File: config.mk
export PLATFORM = sky130hd
export DESIGN_NAME = control_unit
export DESIGN_NICKNAME = d
export VERILOG_FILES = /design/src/rtl/control_unit.sv
export SDC_FILE = /design/constraint.sdc
export NUM_CORES = 1
export LEC_CHECK = 0
export BUFFER_PORTS_ARGS = -buffer_cell sky130_fd_sc_hd__buf_2
export CORE_ASPECT_RATIO = 0.75
export CORE_MARGIN = 2
export CORE_UTILIZATION = 39
export DETAILED_ROUTE_END_ITERATION = 8
export PLACE_DENSITY = 0.76
export SKIP_LAST_GASP = 1
export SLEW_MARGIN = 15
export SYNTH_ARGS = -nofsm -noshare
export SYNTH_HDL_FRONTEND = slang
export SYNTH_SLANG_ARGS = --single-unit
File: constraint.sdc
create_clock -name cu_clk -period 3.33 [get_ports cu_clk]
set_clock_uncertainty 0.05 [all_clocks]
set_input_delay 0 -clock cu_clk [delete_from_list [all_inputs] [get_ports cu_clk]]
set_output_delay 0 -clock cu_clk [all_outputs]
set_load 0.02 [all_outputs]
File: src/rtl/control_unit.sv
// control_unit: multi-cycle instruction sequencer for a small RV64-subset datapath.
// The cu_instr handshake latches one word. The FSM then walks it through
// DECODE/EXECUTE/MEMORY/WRITEBACK and produces the datapath selects and write strobes.
// Optional feature: define CU_PERF_COUNT_EN to build the retired-instruction counter.
// Without that macro, cu_retired_count is tied to 0.
//
// state     | meaning
// IDLE      | ready for a new word, nothing in flight
// DECODE    | latched word decoded; illegal words are flagged here
// EXECUTE   | ALU cycle; BEQ resolves its branch here
// MEMORY    | data-memory cycle for LD/SD; SD write strobe
// WRITEBACK | register-file write strobe (suppressed for rd == x0)
module control_unit (
  input  logic        cu_clk,
  input  logic        cu_rst,
  input  logic [31:0] cu_instr,
  input  logic        cu_instr_valid,
  output logic        cu_instr_ready,
  input  logic        cu_alu_zero,
  output logic [4:0]  cu_rf_addr_a,
  output logic [4:0]  cu_rf_addr_b,
  output logic [4:0]  cu_rf_write_addr,
  output logic        cu_rf_write_en,
  output logic        cu_dm_write_en,
  output logic [63:0] cu_immediate,
  output logic        cu_mux_0_sel,
  output logic        cu_mux_1_sel,
  output logic        cu_mux_2_sel,
  output logic [2:0]  cu_alu_operation,
  output logic        cu_branch_taken,
  output logic        cu_illegal,
  output logic        cu_busy,
  output logic [31:0] cu_retired_count
);

  typedef enum logic [2:0] {IDLE, DECODE, EXECUTE, MEMORY, WRITEBACK} state_t;
  typedef enum logic [2:0] {C_ILL, C_LD, C_SD, C_ADDI, C_R, C_BEQ} cls_t;

  localparam logic [2:0] ALU_ADD = 3'b000;
  localparam logic [2:0] ALU_SUB = 3'b001;
  localparam logic [2:0] ALU_AND = 3'b010;
  localparam logic [2:0] ALU_OR  = 3'b011;

  state_t      state, state_nxt;
  cls_t        cls;
  logic [31:0] instr_q;
  logic        accept;

  logic [6:0]  opcode, funct7;
  logic [2:0]  funct3;

  assign opcode = instr_q[6:0];
  assign funct3 = instr_q[14:12];
  assign funct7 = instr_q[31:25];
  assign accept = cu_instr_valid && (state == IDLE);

  // Every operand the datapath sees is PC-free, so the first ALU input is always rf_a.
  assign cu_mux_0_sel = 1'b0;
  assign cu_busy      = (state != IDLE);

  // State register and instruction latch; a reset discards any word in flight.
  always_ff @(posedge cu_clk) begin
    if (cu_rst) begin
      state   <= IDLE;
      instr_q <= '0;
    end else begin
      state <= state_nxt;
      if (accept) instr_q <= cu_instr;
    end
  end

  // Decode the latched word. These outputs hold until the next accept because instr_q holds.
  // Illegal words, including the post-reset zero word, decode to all-zero fields.
  always_comb begin
    cls              = C_ILL;
    cu_rf_addr_a     = '0;
    cu_rf_addr_b     = '0;
    cu_rf_write_addr = '0;
    cu_immediate     = '0;
    cu_mux_1_sel     = 1'b0;
    cu_mux_2_sel     = 1'b0;
    cu_alu_operation = ALU_ADD;
    case (opcode)
      7'b0000011: if (funct3 == 3'b011) begin
        cls              = C_LD;
        cu_rf_addr_a     = instr_q[19:15];
        cu_rf_write_addr = instr_q[11:7];
        cu_immediate     = {{52{instr_q[31]}}, instr_q[31:20]};
      end
      7'b0100011: if (funct3 == 3'b011) begin
        cls          = C_SD;
        cu_rf_addr_a = instr_q[19:15];
        cu_rf_addr_b = instr_q[24:20];
        cu_immediate = {{52{instr_q[31]}}, instr_q[31:25], instr_q[11:7]};
      end
      7'b0010011: if (funct3 == 3'b000) begin
        cls              = C_ADDI;
        cu_rf_addr_a     = instr_q[19:15];
        cu_rf_write_addr = instr_q[11:7];
        cu_immediate     = {{52{instr_q[31]}}, instr_q[31:20]};
        cu_mux_2_sel     = 1'b1;
      end
      7'b0110011: begin
        if (funct7 == 7'b0000000 && funct3 == 3'b000) begin
          cls = C_R; cu_alu_operation = ALU_ADD;
        end else if (funct7 == 7'b0100000 && funct3 == 3'b000) begin
          cls = C_R; cu_alu_operation = ALU_SUB;
        end else if (funct7 == 7'b0000000 && funct3 == 3'b111) begin
          cls = C_R; cu_alu_operation = ALU_AND;
        end else if (funct7 == 7'b0000000 && funct3 == 3'b110) begin
          cls = C_R; cu_alu_operation = ALU_OR;
        end
        if (cls == C_R) begin
          cu_rf_addr_a     = instr_q[19:15];
          cu_rf_addr_b     = instr_q[24:20];
          cu_rf_write_addr = instr_q[11:7];
          cu_mux_1_sel     = 1'b1;
          cu_mux_2_sel     = 1'b1;
        end
      end
      7'b1100011: if (funct3 == 3'b000) begin
        cls              = C_BEQ;
        cu_rf_addr_a     = instr_q[19:15];
        cu_rf_addr_b     = instr_q[24:20];
        cu_immediate     = {{51{instr_q[31]}}, instr_q[31], instr_q[7],
                            instr_q[30:25], instr_q[11:8], 1'b0};
        cu_mux_1_sel     = 1'b1;
        cu_alu_operation = ALU_SUB;
      end
      default: cls = C_ILL;
    endcase
  end

  // Next-state and strobe logic. Reset masks every pulse in the cycle it is asserted.
  always_comb begin
    state_nxt       = state;
    cu_instr_ready  = 1'b0;
    cu_rf_write_en  = 1'b0;
    cu_dm_write_en  = 1'b0;
    cu_branch_taken = 1'b0;
    cu_illegal      = 1'b0;
    case (state)
      IDLE: begin
        cu_instr_ready = 1'b1;
        if (cu_instr_valid) state_nxt = DECODE;
      end
      DECODE: begin
        if (cls == C_ILL) begin
          cu_illegal = 1'b1;
          state_nxt  = IDLE;
        end else begin
          state_nxt = EXECUTE;
        end
      end
      EXECUTE: begin
        case (cls)
          C_LD, C_SD: state_nxt = MEMORY;
          C_BEQ: begin
            cu_branch_taken = cu_alu_zero;
            state_nxt       = IDLE;
          end
          default: state_nxt = WRITEBACK;
        endcase
      end
      MEMORY: begin
        if (cls == C_SD) begin
          cu_dm_write_en = 1'b1;
          state_nxt      = IDLE;
        end else begin
          state_nxt = WRITEBACK;
        end
      end
      WRITEBACK: begin
        cu_rf_write_en = (cu_rf_write_addr != 5'd0);
        state_nxt      = IDLE;
      end
      default: state_nxt = IDLE;
    endcase
    if (cu_rst) begin
      cu_rf_write_en  = 1'b0;
      cu_dm_write_en  = 1'b0;
      cu_branch_taken = 1'b0;
      cu_illegal      = 1'b0;
    end
  end

`ifdef CU_PERF_COUNT_EN
  logic        retire;
  logic [31:0] retired_q;

  assign retire = !cu_rst && ((state == WRITEBACK) ||
                              (state == MEMORY && cls == C_SD) ||
                              (state == EXECUTE && cls == C_BEQ));

  // Count completed legal instructions; wraps naturally at 32 bits.
  always_ff @(posedge cu_clk) begin
    if (cu_rst)      retired_q <= '0;
    else if (retire) retired_q <= retired_q + 32'd1;
  end

  assign cu_retired_count = retired_q;
`else
  assign cu_retired_count = '0;
`endif

endmodule

[Word-level counts from Yosys, hierarchy flattened]
Cells that the tools add are included.
Storage, ports and cells
  bits in registers: 35
  input bits: 36
Cells by class
  equal/unequal tests: 18
  muxes and demuxes: 54
  reductions and logical operators: 14
Operator list (count)
  $mux 64: 4
  $pmux 64 s4: 1
  $mux 5: 9
  $pmux 5 s3: 3
  $mux 3: 8
  $eq 7x6->1 const B: 3
  $mux 1: 16
  $eq 3x3->1 const B: 5
  $pmux 3 s5: 1
  $mux 2: 7
  $eq 3x2->1 const B: 4
  $pmux 3 s4: 1
  $logic_not 3->1: 3
  $eq 7x2->1 const B: 1
  $eq 7x5->1 const B: 1
  $eq 7x7->1 const B: 1
  $logic_not 7->1: 1
  $eq 3x1->1 const B: 2
  $pmux 3 s2: 1
  $reduce_or 2->1: 3
  $logic_and 1x1->1: 5
  $reduce_bool 5->1: 1
  $pmux 1 s2: 2
  $pmux 2 s2: 1
  other kinds (2): 2

[Depth between registers and ports, before layout]
  depth after elaboration: 13
  mapped depth: 7
  gate-level depth less buffers: 5

[Least setup slack after synthesis]
No wires, ideal clock.
  path kind: register to output
  start: register instr_q[3]
  end: output port cu_immediate[13]
  arrival time: 3.472 ns
  path buffers: 1
  required time: 3.280 ns
  stages on the path, launching flop included: 6
  setup slack: -0.192 ns
  cell sequence: dfxtp_1 -> nand4bb_2 -> nor2_1 -> a22oi_1 -> nor2b_1 -> buf_4
Between the ends
  longest elaborated chain between the ends: 2
  elaborated cells between the ends (all ways): 5
  those cells by class: eq/ne (4); mux (1)
RTL lines
  from (decl): line 46  | logic [31:0] instr_q;
  from (signal assigned): line 68  | if (accept) instr_q <= cu_instr;
  $eq 7x7->1, or another cell as far along: line 83  | case (opcode)
  $pmux 64 s4 (*): line 83
  to (decl): line 25  | output logic [63:0] cu_immediate,
Every way passes the cells marked *; elsewhere a longest branch is shown, timed or not.

[Worst setup path in the final report]
  start: register instr_q[5]
  end: output port cu_illegal
Between the ends
  longest elaborated chain between the ends: 6
  elaborated cells between the ends (all ways): 10
  those cells by class: eq/ne (5); mux (4); reduce/logical (1)
RTL lines
  $eq 7x7->1, or another cell as far along: line 83
  $pmux 3 s5 (*): line 83
  $logic_not 3->1 (*): line 148  | if (cls == C_ILL) begin
  $mux 1 (*): line 148
  $mux 1 (*): line 142  | case (state)
  $mux 1 (*): line 179  | if (cu_rst) begin
  to (decl): line 31  | output logic cu_illegal,
Marked as above.

==> implementation parameters <==
Parameter                              Value

Outcome
  Run status ... complete, no violations

Logic synthesis
  Dominant cell by count in the synthesized netlist ... buf_4
  Cell taking the most area after synthesis ... dfxtp_1
  Multiplexer area fraction after synthesis ... 0.400%
  Number of flip-flops and latches in the synthesized netlist ... 35
  Area share of fa/ha/maj cells after synthesis ... 0%
  Synth async-reset ratio ... 0%
  Area fraction in compound gates after synthesis ... between 10% and 20%
  Simple-gate share of the synthesized area ... 27.5%
  Main flop type after synthesis ... dfxtp_1
  Syn Std Cell Area ... 2500 µm²
  Post-synthesis area per instance ... between 7 and 8 µm²
  Sequential-to-total area share from yosys stat ... 28.0%
  Number of flops mapped to enable cells by yosys ... 0
  Post-synth cell types ... 48
  Xor and xnor fraction of the mapped netlist area ... 0%
  Share of the synthesized area in the top cell type ... 28.0%
  Syn. warnings ... 0
  Combinational family with the most area after synthesis ... buffers and inverters
  Main area contributors after synthesis ... dfxtp_1 28%, buf_4 26%, nand2_1 11%
  Post-synth top cells ... 86 x buf_4, 75 x nand2_1, 35 x dfxtp_1, 34 x a21oi_1, 11 x and2_1
  Gate count of the mapped netlist ... between 300 and 400

Setup path
  Reg-to-Reg End ... instr_q[27]
  Largest fanout on the critical path ... 10
  Req. time, crit path ... 3.28 ns
  Crit start category ... flip-flop
  Register-to-register setup slack ... roughly 1.2 ns
  Worst path max stage delay ... 0.64 ns
  CP endpoint kind ... output pin
  Startpoint of the most critical setup path ... instr_q[5]
  Cell depth of the worst flop-to-flop path ... 5
  Arrival time of data at the critical path endpoint ... 2.51 ns
  Cell chain of the critical path ... nor2_1 > and3_2 > a22oi_1 > and2_4 > nor3b_1 > buf_2
  Cell with the biggest individual delay on the critical path ... a22oi_1
  Worst reg2reg startpoint ... state[2]
  Type of the setup path with the least slack ... flip-flop to output pin

Power and ir drop
  Worst VDD drop ... 0.000166 V
  Power density over the cells ... 307 nW/µm²
  Leakage dissipation ... 1.56 nW

Place
  Last weighted congestion value of the routability-driven placer ... 0.896
  Number of cells in the design after placement ... 470
  Number of buffers added on ports ... 124
  Worst setup slack after placement ... 1.08 ns
  Detail Placement HPWL ... 4390 µm

Detailed routing
  Average wire per cell in the routed design ... 11.8 µm
  Final Routed Wirelength ... approximately 6000 µm
  Via/cell ratio ... between 4 and 5
  Count of vias placed by the detailed router ... about 2,300
  First-pass detailed-route iteration total ... 4
  DRT antenna net count ... 0
  Post-route DRC ... 0
  Number of DRC markers after the initial detailed-route iteration ... 104

Global route
  Total track usage ... 16.2%
  Remaining Overflow, GRT ... 0
  Global-route wire length before repair ... 8850 µm
  Via count of the first global-routing pass ... roughly 2,000
  Initial antenna violation count ... 0
  Maximum number of pins on one net before global-route repair ... 53

Min path
  Number of stages on the worst hold path ... 2
  Worst Hold Endpoint ... instr_q[1]
  Hold path startpoint ... cu_rst
  Type of the tightest min-delay check ... primary input to flip-flop

Clock tree
  Clock latency reported for the late side of the worst-skew pair ... 0.29 ns
  Maximum clock path buffer count ... 2
  Resized cells post-CTS ... 0
  Num CTS Buffers ... 5
  Clock root buffer ... clkbuf_8
  Number of levels in the clock H-tree ... 2
  CTS tree ... yes
  Clk pin slew, worst setup/hold paths ... 0.07 ns
  Clock Sink Count ... 35

Timing
  Shortest period the worst path allows ... 2.56 ns
  Worst Tran Pin Value ... 1.10 ns
  RSZ-0062 raised after global routing ... false
  Setup violation total in the final timing report ... 0
  Final Slew Violations ... 0
  Tightest slew margin relative to the limit ... 26.4%
  Highest Clock Rate ... 0.390 GHz
  TNS Setup ... 0 ns
  Crit share post-route ... 77.0%
  Setup WS post-layout ... 0.765 ns
  Final hold violations ... 0

Floorplanning
  Io pins ... 159
  Die area ... 7080 µm²
  Die Span X ... 96.5 µm
  Floorplan row count ... 25
  Starting density of the core ... 40.0%
  Total core area ... about 6300 µm²
  Die Y ... 73.4 µm

Layout
  Layout Area Growth over Synthesis ... 21.6%
  Diode count ... 0
  Post-route insts no fill ... roughly 500
  # fillers ... 627
  Multi-input logic area ... 1170 µm²
  Seq. cell area ... 701 µm²
  Share of final-layout standard cells stronger than drive strength 1 ... 34.4%
  Total number of nets in the final design ... approximately 470

Flow run
  Number of max-cap violations ... 0
[critical path: cells and delay by family, from the launching register on]
family | cells | cell delay [ns]
and+or+nand+nor | 4 | 0.83
AOI/OAI and AO/OA | 1 | 0.64
DFF | 1 | 0.54
buffers and inverters | 1 | 0.21
[cells in the final DEF, fill, tap and decap left out, drive strengths merged, types with 3 or more instances in the layout]
cell and n:
a21oi 34, a22o 5, and2 12, buf 126
clkbuf 6, conb 34, dfxtp 35, dlygate4sd3 33
inv 4, nand2 75, nand2b 3, nand3 3
nand3b 3, nor2 9, nor2b 10, nor3 3
nor4 4, or3 3
[worst max-delay path by stage]
stage,cells past startpoint,to,slack (ns)
5_1_grt,6,cu_illegal,0.57
6_report,6,cu_illegal,0.77
3_3_place_gp,6,cu_illegal,1.19
3_5_place_dp,6,cu_illegal,1.08
4_1_cts,6,cu_illegal,0.77
2_1_floorplan,5,cu_immediate[13],0.66
[flip-flops by register name (all words and copies together), names as in the netlist]
signal   cells
state        3
instr_q     32
[power breakdown]
| part | switching (W) | total [W] | internal (W) |
|---|---|---|---|
| combinational | 0.000101 | 0.000175 | 0.0000739 |
| sequential | 0.0000253 | 0.000467 | 0.000442 |
| clock | 0.000147 | 0.000293 | 0.000146 |
[logic make-up after synthesis]
group           after synthesis
flops                        35
compound gates               53
buf+inv                     104
simple gates                136
other cells                   1
mux                           1
[layer usage]
metal | track usage [%] | wire (µm) | part of all wire [%]
met4 | 6.26 | 92 | 1.5
met5 | 0 | 0 | 0
met2 | 29.2 | 3010 | 50
met3 | 3.18 | 460 | 7.6
met1 | 18.8 | 2490 | 41
[final cells by class]
class                           instances  area share, %
Timing Repair Buffer                  159           31.7
Multi-Input combinational cell        224           38.6
Tap cell                               81           3.33
Sequential cell                        35           23.0
Clock inverter                          2          0.411
Clock buffer                            6           2.38
Inverter                                4          0.493
[through the flow]
stage	power [W]	util (%)	instance area, µm²	hold WS (ns)
3_3_place_gp	0.000615	42.0	2630	0.192
4_1_cts	0.000939	48.6	3040	0.201
3_5_place_dp	0.000619	42.0	2630	0.196
6_report	0.000935	48.6	3040	0.203
5_1_grt	0.000979	48.6	3040	0.230
2_1_floorplan	0.000615	-	2630	0.0757
[repair_timing]
| item | CTS | global route |
|---|---|---|
| hold buffers | 33 | 0 |
| setup buffers | 0 | 0 |
| hold endpoints to repair | 33 | 0 |
Note: power is estimated with default switching activity, not from simulation.
